[src/rtl/ram8x8_sync_pkg.sv]
// ram8x8_sync shared constants
// Word width, address width and depth of the 8x8 register file.
package ram8x8_sync_pkg;

    localparam int DATA_W = 8;
    localparam int ADDR_W = 3;
    localparam int DEPTH  = 1 << ADDR_W;

endpackage

[src/rtl/ram8x8_sync_dmx3bits.sv]
// dmx3bits: 3-to-8 one-hot decoder
// Drives exactly one select line high for the given address when enabled.
module dmx3bits
    import ram8x8_sync_pkg::*;
#(
    parameter int AW = ADDR_W
) (
    input  logic              en,
    input  logic [AW-1:0]     addr,
    output logic [(1<<AW)-1:0] sel
);

    // one-hot select of the addressed word
    always_comb begin
        sel = '0;
        if (en) begin
            sel[addr] = 1'b1;
        end
    end

endmodule

[src/rtl/ram8x8_sync.sv]
// ram8x8_sync: 8-word synchronous-write, asynchronous-read RAM
// Decoded per-word write enables, synchronous clear of every word.
module ram8x8_sync #(
    parameter int DATA_W = ram8x8_sync_pkg::DATA_W,
    parameter int ADDR_W = ram8x8_sync_pkg::ADDR_W
) (
    input  logic              clk,
    input  logic              clear,
    input  logic [DATA_W-1:0] entrada,
    input  logic [ADDR_W-1:0] a,
    input  logic              rw,
    output logic [DATA_W-1:0] s
);

    localparam int WORDS = 1 << ADDR_W;

    logic [WORDS-1:0]  sel;
    logic [WORDS-1:0]  we;
    logic [DATA_W-1:0] mem [WORDS];

    dmx3bits #(
        .AW   (ADDR_W)
    ) u_dec (
        .en   (1'b1),
        .addr (a),
        .sel  (sel)
    );

    assign we = sel & {WORDS{rw}};

    // word storage: clear wins over any write in the same cycle
    always_ff @(posedge clk) begin
        if (clear) begin
            for (int i = 0; i < WORDS; i++) begin
                mem[i] <= '0;
            end
        end else begin
            for (int i = 0; i < WORDS; i++) begin
                if (we[i]) begin
                    mem[i] <= entrada;
                end
            end
        end
    end

    // combinational 8:1 read mux on the shared address
    always_comb begin
        s = mem[a];
    end

endmodule

[config.mk]
export PLATFORM = sky130hd
export DESIGN_NAME = ram8x8_sync
export DESIGN_NICKNAME = d
export VERILOG_FILES = /design/src/rtl/ram8x8_sync_pkg.sv /design/src/rtl/ram8x8_sync_dmx3bits.sv /design/src/rtl/ram8x8_sync.sv
export SDC_FILE = /design/constraint.sdc
export NUM_CORES = 1
export LEC_CHECK = 0
export CAP_MARGIN = 25
export CORE_ASPECT_RATIO = 0.7
export CORE_UTILIZATION = 52
export DETAILED_ROUTE_END_ITERATION = 7
export PLACE_DENSITY_LB_ADDON = 0.08
export SYNTH_ARGS = -nofsm -noshare
export SYNTH_HDL_FRONTEND = slang
export SYNTH_SLANG_ARGS = --single-unit
[constraint.sdc]
create_clock -name clk -period 1.5 [get_ports clk]
set_input_delay 0.3 -clock clk [delete_from_list [all_inputs] [get_ports clk]]
set_output_delay 0.3 -clock clk [all_outputs]
set_load 0.02 [all_outputs]
==> impl_metrics.toml <==
[place]
pre_cts_slack_ps = -1220
routabilityCongestion = 0.849
portBuffers = 21
hpwl_um = 4370

[global_routing]
grt_pass1_vias = 1884
gr-total-overflow = 0
grt_first_pass_wirelength_um = 10100
grt_busiest_layer = "met2"
grt_use_met1_pct = 31.7
grt.met2_usage_pct = 41.1
grt_max_degree = 17
antenna_found_initial = 0
met3_usage_pct = 8.21
track_usage_pct = 24.9

[timing]
hold_viol = 0
final.period_utilization_pct = 128
setup_viol = 8
fin_crit_ps = 1910
final.setup.worst_slack_ps = -415
relSlewSlack_pct = 80.1
worstMarginPinSlew_ps = 299
rsz0062_at_grt = "yes"
whs_ps = 785
maxSlewViolCount = 0
max_freq_mhz = 522

[cts]
cts_buffers = 9
h-tree-depth = 3
ctsHoldBuffers = 0
cts_tree = "done"
clockRootBuffer = "clkbuf_8"
cts_sinks = 64
clk_pin_slew_ps = 60
clockBufferDepth = 2

[finish]
top_register = "mem"
largest_reg_flops = 64
area_growth_pct = 26.9
layout_commonest_cell = "edfxtp_1"
nets = 261
n_antenna_cell = 0
drive_gt1_share_pct = 33.9
reg.largest.list = "mem x64"
nFillCells = 393
final_cell_mix = "edfxtp_1, nor2_1, buf_4"

[floorplanning]
core_area_sq_um = 5290
dieArea_sq_um = 5830
die_y_um = 64.2
pin_count = 22
start_util_pct = 54.3
die_x_um = 90.8
rows = 22

[synth]
ys_seq_area_share_pct = 67.0
synth-seq-cells = 64
syn_nets = 204
yosys_warnings = 0
syn_inst = 190
synth_cell_types = 22
syn_area_sq_um = 2870
avgSynthCellArea_sq_um = 15.1

[power]
vdd_ir_drop_max_uv = 775
p_per_area_nw_per_um2 = 1160
power_mw = 4.21
leakagePower_nw = 1.40

[run_status]
outcome = "finished, violations left"
failed_checks = "negative setup slack"

[critical_path]
end_kind = "output port"
critical_path_required_ps = 1200
critPathKind = "reg2out"
critPathMaxFanout = 1
worstPathArrival_ps = 1610
start_kind = "flip-flop"

[route]
firstDrtPassIters = 4
vias = 1777
wl_per_cell_um = 19.4
drt_iter0_markers = 126
ant_nets = 0
drc = 0
totalWireLength_um = 6260
viasPerCell = 5.50

[job]
maxCapViolCount = 0

[worst_hold_path]
hold_path_class = "in2reg"
-- per-layer routing --
| metal | routed length [um] | share of wire [%] | vias up |
|---|---|---|---|
| met1 | 2530 | 40 | 878 |
| met3 | 510 | 8.1 | 11 |
| met4 | 113 | 1.8 | 0 |
| met5 | 0 | 0 | - |
| met2 | 3110 | 50 | 72 |
| li1 | - | - | 816 |
-- critical path, stage by stage, from the launching register on --
cell and delay [ps]:
edfxtp_1 370, mux4_2 480, mux2_4 290, buf_6 130
-- stage by stage --
| step | setup TNS, ps | instance area (sq um) | utilization [%] | std cells |
|---|---|---|---|---|
| global route | -3380 | 3640 | 68.9 | 323 |
| finish | -2930 | 3640 | 68.9 | 323 |
| detailed placement | -65660 | 3390 | 64.1 | 306 |
| floorplan | -873 | 2890 | - | 190 |
| CTS | -3110 | 3620 | 68.5 | 323 |
| global placement | -61130 | 3390 | 64.1 | 306 |
-- Yosys cell counts (all sizes together) --
cell type	number	area, sq um
a21oi	1	5.00
mux2i	2	20.0
o211ai	1	7.51
a22oi	1	7.51
nor2	49	184
nor2b	2	12.5
mux2	9	101
o311ai	1	8.76
buf	6	45.0
a211o	1	8.76
nand3	6	30.0
nand2	4	15.0
nand2b	16	100
inv	9	33.8
edfxtp	64	1920
clkbuf	3	11.3
mux4	13	338
a41o	2	20.0
-- report_power, final --
group / total (mW) / switching (mW) / internal (mW)
Sequential: 2.14 / 0.0360 / 2.10
Clock: 1.52 / 0.606 / 0.913
Combinational: 0.557 / 0.264 / 0.293
-- final timing paths --
path,start,end,slack (ps),cells after the start
setup / recovery,mem[6][5],s[5],-410,3
hold / removal,entrada[6],mem[6][6],790,3
-- area by class of cell --
| cell class | count | area (sq um) | share of cell area (%) |
|---|---|---|---|
| clock buffer | 10 | 128 | 3.50 |
| clock inverter | 5 | 72.6 | 1.99 |
| inverter | 9 | 33.8 | 0.927 |
| multi-input combinational | 108 | 882 | 24.2 |
| sequential | 64 | 1920 | 52.7 |
| tap | 72 | 90.1 | 2.47 |
| timing repair buffer | 55 | 515 | 14.1 |
-- logic make-up (layout without fill, tap and decap cells) --
family	count (synthesis)	count (layout)	synth area share (%)
multiplexers	24	24	16.0
AND/OR/NAND/NOR	77	77	11.9
AO/OA/AOI/OAI	7	7	2.01
flip-flops	64	64	67.0
buffers and inverters	18	79	3.14
-- timing repair --
item,CTS,global route
cloned,1,0
setup endpoints to repair,120,45
pin swaps,1,0
setup buffers,1,0
gates resized for setup,62,8
Note: power is estimated with default switching activity, not from simulation.
